File: src/rtl/mult_pkg.sv
// mult_pkg: shared constants and types for the sequential Booth multiplier.
//   WIDTH       operand width; hi/lo are each WIDTH bits
//   STEPS       Booth iterations on the extended (WIDTH+1)-bit multiplier
//   CNT_W       width of the step counter
//   state_e     FSM states IDLE, RUN, DONE
//   booth_op_e  radix-2 Booth recode result: NOP, ADD, SUB
package mult_pkg;

    localparam int unsigned WIDTH = 32;
    localparam int unsigned STEPS = WIDTH + 1;
    localparam int unsigned CNT_W = $clog2(STEPS + 1);

    typedef enum logic [1:0] {
        IDLE = 2'd0,
        RUN  = 2'd1,
        DONE = 2'd2
    } state_e;

    typedef enum logic [1:0] {
        NOP = 2'b00,
        ADD = 2'b01,
        SUB = 2'b10
    } booth_op_e;

    // Radix-2 Booth recoding of the current multiplier bit pair {Q[0], q_1}.
    function automatic booth_op_e booth_recode(input logic q0, input logic q_1);
        case ({q0, q_1})
            2'b01:   return ADD;
            2'b10:   return SUB;
            default: return NOP;
        endcase
    endfunction

endpackage

File: src/rtl/mult_booth_step.sv
// mult_booth_step: one combinational radix-2 Booth iteration.
// Adds or subtracts the multiplicand according to {Q[0], q_1}, then
// arithmetic-shifts {acc, Q, q_1} right by one.
//   i_acc  [WIDTH+1:0]  partial-product accumulator
//   i_q    [WIDTH:0]    extended multiplier / low product bits
//   i_q_1               previously shifted-out multiplier bit
//   i_m    [WIDTH+1:0]  extended multiplicand
//   o_acc, o_q, o_q_1   values after the step
module mult_booth_step
    import mult_pkg::*;
(
    input  logic [WIDTH+1:0] i_acc,
    input  logic [WIDTH:0]   i_q,
    input  logic             i_q_1,
    input  logic [WIDTH+1:0] i_m,
    output logic [WIDTH+1:0] o_acc,
    output logic [WIDTH:0]   o_q,
    output logic             o_q_1
);

    logic [WIDTH+1:0] w_sum;

    always_comb begin
        w_sum = i_acc;
        case (booth_recode(i_q[0], i_q_1))
            ADD:     w_sum = i_acc + i_m;
            SUB:     w_sum = i_acc - i_m;
            default: w_sum = i_acc;
        endcase
    end

    // Arithmetic shift of the concatenation {sum, Q, q_1}.
    assign o_acc = {w_sum[WIDTH+1], w_sum[WIDTH+1:1]};
    assign o_q   = {w_sum[0], i_q[WIDTH:1]};
    assign o_q_1 = i_q[0];

endmodule

File: src/rtl/mult_booth.sv
// mult_booth: sequential radix-2 Booth multiplier, WIDTH x WIDTH -> 2*WIDTH.
// MultSig samples the operands; STEPS Booth steps follow, then hi/lo are
// written and flag pulses for one cycle. MultSig in any state restarts.
//   clock        single clock, rising edge
//   reset        synchronous, active low
//   MultSig      start strobe
//   is_unsigned  only with MULT_UNSIGNED_EN defined: 1 = zero-extend operands
//   a, b         multiplicand, multiplier
//   hi, lo       upper / lower halves of the product
//   flag         one-cycle done pulse
// Optional build macro: MULT_UNSIGNED_EN (adds is_unsigned / multu support).
module mult_booth
    import mult_pkg::*;
(
    input  logic             clock,
    input  logic             reset,
    input  logic             MultSig,
`ifdef MULT_UNSIGNED_EN
    input  logic             is_unsigned,
`endif
    input  logic [WIDTH-1:0] a,
    input  logic [WIDTH-1:0] b,
    output logic [WIDTH-1:0] hi,
    output logic [WIDTH-1:0] lo,
    output logic             flag
);

    state_e           r_state, w_state_next;
    logic [WIDTH+1:0] r_m,     w_m_next;
    logic [WIDTH+1:0] r_acc,   w_acc_next;
    logic [WIDTH:0]   r_q,     w_q_next;
    logic             r_q_1,   w_q_1_next;
    logic [CNT_W-1:0] r_count, w_count_next;
    logic [WIDTH-1:0] r_hi,    w_hi_next;
    logic [WIDTH-1:0] r_lo,    w_lo_next;
    logic             r_flag,  w_flag_next;

    logic             w_ext_a;
    logic             w_ext_b;
    logic [WIDTH+1:0] w_step_acc;
    logic [WIDTH:0]   w_step_q;
    logic             w_step_q_1;
    logic [2:0]       w_unused_acc;

`ifdef MULT_UNSIGNED_EN
    assign w_ext_a = is_unsigned ? 1'b0 : a[WIDTH-1];
    assign w_ext_b = is_unsigned ? 1'b0 : b[WIDTH-1];
`else
    assign w_ext_a = a[WIDTH-1];
    assign w_ext_b = b[WIDTH-1];
`endif

    mult_booth_step u_step (
        .i_acc (r_acc),
        .i_q   (r_q),
        .i_q_1 (r_q_1),
        .i_m   (r_m),
        .o_acc (w_step_acc),
        .o_q   (w_step_q),
        .o_q_1 (w_step_q_1)
    );

    // The top accumulator bits are only sign copies once all steps are done.
    assign w_unused_acc = r_acc[WIDTH+1:WIDTH-1];

    always_comb begin
        w_state_next = r_state;
        w_m_next     = r_m;
        w_acc_next   = r_acc;
        w_q_next     = r_q;
        w_q_1_next   = r_q_1;
        w_count_next = r_count;
        w_hi_next    = r_hi;
        w_lo_next    = r_lo;
        w_flag_next  = 1'b0;

        if (MultSig) begin
            // Start or restart from any state; a pending result is dropped.
            w_m_next     = {{2{w_ext_a}}, a};
            w_q_next     = {w_ext_b, b};
            w_acc_next   = '0;
            w_q_1_next   = 1'b0;
            w_count_next = CNT_W'(STEPS);
            w_state_next = RUN;
        end else begin
            case (r_state)
                RUN: begin
                    w_acc_next   = w_step_acc;
                    w_q_next     = w_step_q;
                    w_q_1_next   = w_step_q_1;
                    w_count_next = r_count - CNT_W'(1);
                    if (r_count == CNT_W'(1)) begin
                        w_state_next = DONE;
                    end
                end
                DONE: begin
                    // Low 2*WIDTH bits of {acc, Q}.
                    w_hi_next    = {r_acc[WIDTH-2:0], r_q[WIDTH]};
                    w_lo_next    = r_q[WIDTH-1:0];
                    w_flag_next  = 1'b1;
                    w_state_next = IDLE;
                end
                default: w_state_next = IDLE;
            endcase
        end
    end

    always_ff @(posedge clock) begin
        if (!reset) begin
            r_state <= IDLE;
            r_m     <= '0;
            r_acc   <= '0;
            r_q     <= '0;
            r_q_1   <= 1'b0;
            r_count <= '0;
            r_hi    <= '0;
            r_lo    <= '0;
            r_flag  <= 1'b0;
        end else begin
            r_state <= w_state_next;
            r_m     <= w_m_next;
            r_acc   <= w_acc_next;
            r_q     <= w_q_next;
            r_q_1   <= w_q_1_next;
            r_count <= w_count_next;
            r_hi    <= w_hi_next;
            r_lo    <= w_lo_next;
            r_flag  <= w_flag_next;
        end
    end

    assign hi   = r_hi;
    assign lo   = r_lo;
    assign flag = r_flag;

endmodule

File: config.mk
export PLATFORM = sky130hd
export DESIGN_NAME = mult_booth
export DESIGN_NICKNAME = d
export VERILOG_FILES = /design/src/rtl/mult_pkg.sv /design/src/rtl/mult_booth_step.sv /design/src/rtl/mult_booth.sv
export SDC_FILE = /design/constraint.sdc
export NUM_CORES = 1
export LEC_CHECK = 0
export ABC_CLOCK_PERIOD_IN_PS = 4300
export BUFFER_PORTS_ARGS = -buffer_cell sky130_fd_sc_hd__buf_2
export CAP_MARGIN = 10
export CORE_MARGIN = 2
export CORE_UTILIZATION = 50
export DETAILED_ROUTE_END_ITERATION = 7
export PLACE_DENSITY_LB_ADDON = 0.12
export SLEW_MARGIN = 40
export SYNTH_ARGS = -nofsm -noshare
export SYNTH_HDL_FRONTEND = slang
export SYNTH_SLANG_ARGS = --single-unit
File: constraint.sdc
create_clock -name clock -period 4.3 [get_ports clock]
set_clock_uncertainty 0.05 [all_clocks]
set_input_delay 0.43 -clock clock [delete_from_list [all_inputs] [get_ports clock]]
set_output_delay 0.43 -clock clock [all_outputs]
set_load 0.005 [all_outputs]
==> metrics.txt, run 1 <==
# H-tree levels=4; Async SR Flop Fraction=0%; Die ar.=20100 sq um; Netlist cell types=64; worst-case vdd ir drop=roughly 0.3 mV; Initial Util=50.8%; Tot Pwr=3930 uW; switch share=29.3%; xor/xnor cell area share of the yosys netlist=roughly 4.9%; GRT Util Overall=23.1%; crit path cell chain=inv_1 -> ha_1 -> nand2_1 -> or4_1 -> nor3_2 -> nand2_2 -> nor2_1 -> nor2_1 -> xnor2_1 -> ha_1 -> a21o_1 -> a21o_1 -> a21o_1 -> a2111oi_1 -> nor2_1 -> a211oi_1 -> xor2_1 -> a21oi_1; routed vias/inst=about 5.5; crit start category=flop; Post-Synth Adder-Cell Area=5.08%; CP max FO=5; overflow left after global routing=0; Pint=2780 uW; CORE AREA=~19000 sq um; # diodes=0; DRT antenna net count=0; first-pass GRT wire length=37700 microns; TritonCTS buffer count=17; I/O pin count=around 130; Leak=0.00452 uW; post-synthesis mux area share=3.58%; PortBufs=131; Hold WC Path Type=in2reg; minimum clock period=4.02 ns; Synth top area share=between 30 and 40%; setup repair bufs after CTS=0; arrival time worst endpoint=4.27 ns; DR WL/cell=15.0 microns; Worst setup EP type=flop; compound-cell area share of the yosys netlist=22.3%; CP required=4.55 ns; Filler Cells Inserted=1800; via count=around 8500; Die H=142 microns; dpl hpwl=16200 microns; synthesized net count=1311; initial drt markers=730; flops & latches, synth=172; Setup CP Type=reg2reg; GP Congestion=0.925; vias in the first global route=7404; met3 WL post-DR=between 1000 and 1500 microns; placement-stage cell area=10300 sq um; status=finished, final reports clean; Area growth syn-to-layout=15.0%; Simple-Gate Fraction of Synth Area=23.8%; layout cell share with drive strength beyond 1=15.7%; Yosys top cell by area=dfxtp_1; Seq pwr share=roughly 43%; pin count of the biggest net entering global routing=112; max incr delay on CP=around 0.47 ns; FMAX=0.249 GHz; Final Setup Violations=0; Skew-Pair Late Insertion Delay=0.43 ns; Psw=around 1200 uW; antenna violations before repair=0; slowest CP cell=or4_1; die width=142 microns; unrepaired setup endpoints after global routing=false; Slew Limit Fails=0; DRC Markers=0; row count=50; maximum buffer depth of the clock tree=2; post-synthesis instance total=1206; Post-synth EDFFs=0; combinational share of power=around 18%; sequential fraction of the synthesis area=between 30% and 40%; Final #Nets=1401; Post-Syn Area=roughly 9500 sq um; Clock Tree Root=clkbuf_16; period utilisation layout=93.5%; WHS=0.202 ns; number of clock sinks=172; final instance area=10900 sq um; M1 WL=~12000 microns; top cells by area, synth=dfxtp_1 36%, nand2_1 9.8%, a21oi_1 6.5%, a21boi_0 5.5%, ha_1 4.9%; clock-pin slew on the worst setup and hold paths=0.07 ns; pwr/cell area=359 nW/um^2; final wirelength=23100 microns; Final Hold Fails=0; Slew HR=between 40% and 50%; Top Layer Used=met4; Met2 Wirelength=about 10000 microns; TNS Setup=0 ns; Tightest Pin Transition=0.806 ns; drt pass-1 iters=5; CTS tree=done; Ys Warns=0; Clock Power Share=about 39%; largest family of logic cells by synthesized area=simple AND/OR/NAND/NOR gates; Synth Area per Inst=around 7.9 sq um; Max Cap Violations=0; Synth Flop Type=dfxtp_1
-- through the flow --
step | setup slack [ns] | util, % | instances
6_report | 0.279 | 58.5 | 1543
5_1_grt | 0.00842 | 58.5 | 1543
4_1_cts | 0.0768 | 58.2 | 1543
3_5_place_dp | -0.0192 | 55.1 | 1511
3_3_place_gp | 0.0694 | 54.9 | 1510
2_1_floorplan | 0.287 | - | 1206
-- cells by family after synthesis --
family | count (synthesis)
multiplexers | 34
AND/OR/NAND/NOR | 482
XOR/XNOR | 53
flip-flops | 172
adder cells (fa/ha/maj) | 38
AO/OA/AOI/OAI | 331
buffers and inverters | 96
-- path summary, 6_finish.rpt --
path	from	end	slack [ns]	cells past startpoint
worst min-delay path	a[4]	r_m[4]$_SDFFE_PN0P_	0.20	3
worst min register to register	hi[15]$_SDFFE_PN0P_	hi[15]$_SDFFE_PN0P_	0.41	2
worst max-delay path	r_m[1]$_SDFFE_PN0P_	r_acc[30]$_SDFFE_PP0P_	0.28	18
worst max register to register	r_m[1]$_SDFFE_PN0P_	r_acc[30]$_SDFFE_PP0P_	0.28	18
-- timing repair --
item / CTS / global route
pin swaps: 0 / 1
cloned: 0 / 0
setup endpoints to repair: 1 / 10
resized for setup: 1 / 9
hold buffers: 0 / 0
-- per-layer routing --
layer,vias up,global-route usage (%)
met5,-,0
met4,0,6.26
met3,26,4.15
met2,239,35.2
met1,3870,33.6
li1,4353,-
-- critical path, delay by kind of cell (launching register included) --
| kind | cells | cell delay [ns] |
|---|---|---|
| AO/OA/AOI/OAI | 6 | 1.34 |
| XOR/XNOR | 2 | 0.39 |
| adder cells (fa/ha/maj) | 2 | 0.46 |
| flip-flops | 1 | 0.35 |
| AND/OR/NAND/NOR | 7 | 1.21 |
| buffers and inverters | 1 | 0.06 |
-- flip-flops by register name (all words and copies together) (netlist names) --
signal / cells
r_q: 33
r_state: 2
r_q_1: 1
flag: 1
lo: 32
r_count: 6
r_m: 32
hi: 32
r_acc: 33
-- cell type report --
type	count	area (sq um)	share of cell area, %
inverters	16	60.1	0.549
multi-input cells	938	5730	52.4
clock inverters	13	129	1.18
flip-flops and latches	172	3440	31.5
repair buffers	151	832	7.61
well taps	234	293	2.68
clock buffers	19	443	4.05
-- power groups by stage --
stage               sequential [uW]  combinational, uW  clock (uW)
floorplan                      1720                533           0
global placement               1740                683           0
detailed placement             1740                692           0
CTS                            1700                697        1550
global route                   1710                791        1610
finish                         1710                708        1510
-- synth_stat cells (9+ instances only) --
library cell and number:
buf_1 10, nand2_1 247, a31oi_1 11, o21ai_0 41, nor3_1 23, nand2b_1 9, a211oi_1 11, a21oi_1 123
clkbuf_1 65, xnor2_1 42, nor2b_1 72, inv_1 16, nor2_1 67, mux2i_1 34, o211ai_1 10, dfxtp_1 172
o21a_1 11, ha_1 37, nand3_1 16, a21boi_0 69, a21o_1 17, xor2_1 11
-- layout by cell type (no fill, tap or decap), types with 16 or more instances in the layout --
cell | synthesis | routed
a21boi_0 | 69 | 69
nand3_1 | 16 | 16
a21oi_1 | 123 | 123
buf_2 | 0 | 130
nor3_1 | 23 | 20
a21o_1 | 17 | 17
clkbuf_16 | 0 | 17
xnor2_1 | 42 | 42
nor2b_1 | 72 | 71
inv_1 | 16 | 16
mux2i_1 | 34 | 34
buf_4 | 0 | 19
nor2_1 | 67 | 67
o21ai_0 | 41 | 41
ha_1 | 37 | 35
dfxtp_1 | 172 | 172
nand2_1 | 247 | 245
No activity file was read; power rests on OpenSTA's default activity.
==> inputs of run 2 (changes only) <==
- CELL_PAD_IN_SITES_DETAIL_PLACEMENT: default -> 0
- CELL_PAD_IN_SITES_GLOBAL_PLACEMENT: default -> 2
- CORE_UTILIZATION: 50 -> 31
==> run 2 against run 1 <==
Non-clock buffer count grew 6. Wire length grew 16%. Highest routed layer unchanged. Critical path type unchanged. Critical endpoint is now r_acc[32]$_SDFFE_PP0P_. Utilization shrank 22 points. Sequential cell count is the same. Maximum frequency grew 2.1%. Sequential share of layout area shrank 0.72 points. Cell count grew 11%.
==> metrics.txt, run 2 (synthesized netlist as in run 1, its figures left out) <==
Hold WC Path Type=in2reg; maximum buffer depth of the clock tree=2 (unchanged); dpl hpwl=19400 microns (+20%); pwr/cell area=355 nW/um^2 (-1.1%); row count=64 (+28%); Slew HR=45.6% (-0.67 points); DRT antenna net count=0 (unchanged); Stages on worst setup path=17 (-1); worst hold path startpoint=b[8]; Area growth syn-to-layout=17.7%; routed vias/inst=4.87 (-12%); die width=179 microns (+26%); Leak=0.00454 uW (+0.46%); via count=8322 (-2.0%); TritonCTS buffer count=17 (unchanged); pin count of the biggest net entering global routing=95 (-15%); status=finished, final reports clean; TNS Setup=0 ns (unchanged); FMAX=0.254 GHz (+2.1%); CP max FO=5 (unchanged); layout cell share with drive strength beyond 1=16.2% (+0.47 points); crit path cell chain=inv_1 -> ha_1 -> nand2_1 -> or4_4 -> nor3_4 -> buf_4 -> a21oi_1 -> xnor2_1 -> ha_1 -> a21oi_1 -> o21ai_0 -> a311oi_2 -> and3b_2 -> a211oi_2 -> or3b_1 -> a21oi_1 -> nor3b_2; R2R Path Start=r_m[0]$_SDFFE_PN0P_; worst setup slack after layout=0.362 ns (+0.0838 ns); DR WL/cell=15.7 microns (+4.9%); vias in the first global route=7691 (+3.9%); # diodes=0 (unchanged); final wirelength=26900 microns (+16%); GP Congestion=0.826 (-11%); number of clock sinks=172 (unchanged); initial drt markers=391 (-46%); slowest CP cell=or4_4; Tightest Pin Transition=0.816 ns (+0.0100 ns); commonest non-fill, non-tap cells in the layout=244 x nand2_1, 172 x dfxtp_1, 129 x buf_2; drt pass-1 iters=5 (unchanged); Skew-Pair Late Insertion Delay=0.43 ns (about the same); PortBufs=131 (unchanged); CTS tree=done; CP required=4.54 ns (about the same); first-pass GRT wire length=43000 microns (+14%); hold path cells=3 (unchanged); Setup CP Type=reg2reg; arrival time worst endpoint=4.18 ns (-0.09 ns); Final Hold Fails=0 (unchanged); # H-tree levels=4 (unchanged); CP Launch Point=r_m[0]$_SDFFE_PN0P_; unrepaired setup endpoints after global routing=false; CORE AREA=30300 sq um (+62%); period utilisation layout=91.6% (-1.9 points); Largest regs=r_acc: 33 flops, r_q: 33 flops; Worst setup EP type=flop; Crit path max-delay family=simple AND/OR/NAND/NOR gates; GRT Util Overall=17.0% (-6.1 points); Clock Tree Root=clkbuf_16; antenna violations before repair=0 (unchanged); I/O pin count=132 (unchanged); DRC Markers=0 (unchanged); clock-pin slew on the worst setup and hold paths=0.08 ns (about the same); # hold bufs at CTS=0 (unchanged); Final #Nets=1407 (+0.43%); overflow left after global routing=0 (unchanged); max incr delay on CP=0.46 ns (about the same); Die ar.=32100 sq um (+59%); worst-case vdd ir drop=0.303 mV (+2.4%); Slew Limit Fails=0 (unchanged); Final Setup Violations=0 (unchanged); worst reg-to-reg path cell count=17 (-1); commonest non-fill, non-tap cell in the layout=nand2_1; Initial Util=31.3% (-19 points); Die H=179 microns (+26%); pre-CTS setup slack=0.0406 ns (+0.0598 ns); cell mode on critical path=a21oi_1; WP buf/inv=2 (+1); crit start category=flop; Max Cap Violations=0 (unchanged); minimum clock period=3.94 ns (-0.0838 ns)
## run 2: changes by cell type in the layout (fill, tap and decap cells not counted), sizes merged
cell	before	now
clkbuf	19	17
buf	151	157
bufinv	1	0
inv	23	24
clkinvlp	1	2
## run 2: worst reg2reg max path, delay by kind of cell, from the launching register on
kind / cells / cell delay (ns)
adders and majority gates: 2 / 0.50
AOI/OAI and AO/OA: 6 / 1.05
buffers and inverters: 2 / 0.22
DFF: 1 / 0.35
and+or+nand+nor: 6 / 1.46
xor gates and xnor gates: 1 / 0.19
## run 2: what timing repair did
| action | 4_1_cts | 5_1_grt |
|---|---|---|
| buffers inserted | 0 | 0 |
| gates resized for setup | 0 | 9 |
| setup endpoints to repair | 0 | 8 |
## run 2: path summary, 6_finish.rpt
kind | endpoint | slack (ns)
max | r_acc[32]$_SDFFE_PP0P_ | 0.36
min | r_q[8]$_SDFFE_PN0P_ | 0.20
max reg2reg | r_acc[32]$_SDFFE_PP0P_ | 0.36
min reg2reg | r_q_1$_SDFFE_PP0P_ | 0.41
## run 2: cell type report
type,instances,area (sq um)
Fill cell,3235,19200
Clock inverter,14,148
Tap cell,396,495
Sequential cell,172,3440
Clock buffer,17,425
Multi-Input combinational cell,938,5730
Timing Repair Buffer,157,892
Inverter,16,60.1
## run 2: power breakdown
group	switching, uW	leakage, uW	internal [uW]
clock network	767	0.000276	775
logic	416	0.00286	312
registers	61.9	0.00140	1650
## run 2: metal layers
layer | GRT usage (%) | wire length [microns] | part of all wire (%) | vias up
li1 | - | - | - | 4374
met3 | 2.80 | 941 | 3.5 | 13
met1 | 25.2 | 14200 | 53 | 3801
met4 | 3.36 | 216 | 0.80 | 0
met5 | 0 | 0 | 0 | -
met2 | 25.8 | 11600 | 43 | 134
## run 2: stage by stage
| step | total power, uW | instances | cell area [sq um] | hold slack, ns | util (%) |
|---|---|---|---|---|---|
| floorplan | 2250 | 1206 | 9500 | 0.386 | - |
| global placement | 2470 | 1678 | 10500 | 0.395 | 34.7 |
| detailed placement | 2470 | 1679 | 10600 | 0.403 | 34.8 |
| CTS | 4030 | 1710 | 11100 | 0.174 | 36.7 |
| global route | 4200 | 1710 | 11200 | 0.187 | 36.9 |
| finish | 3980 | 1710 | 11200 | 0.197 | 36.9 |
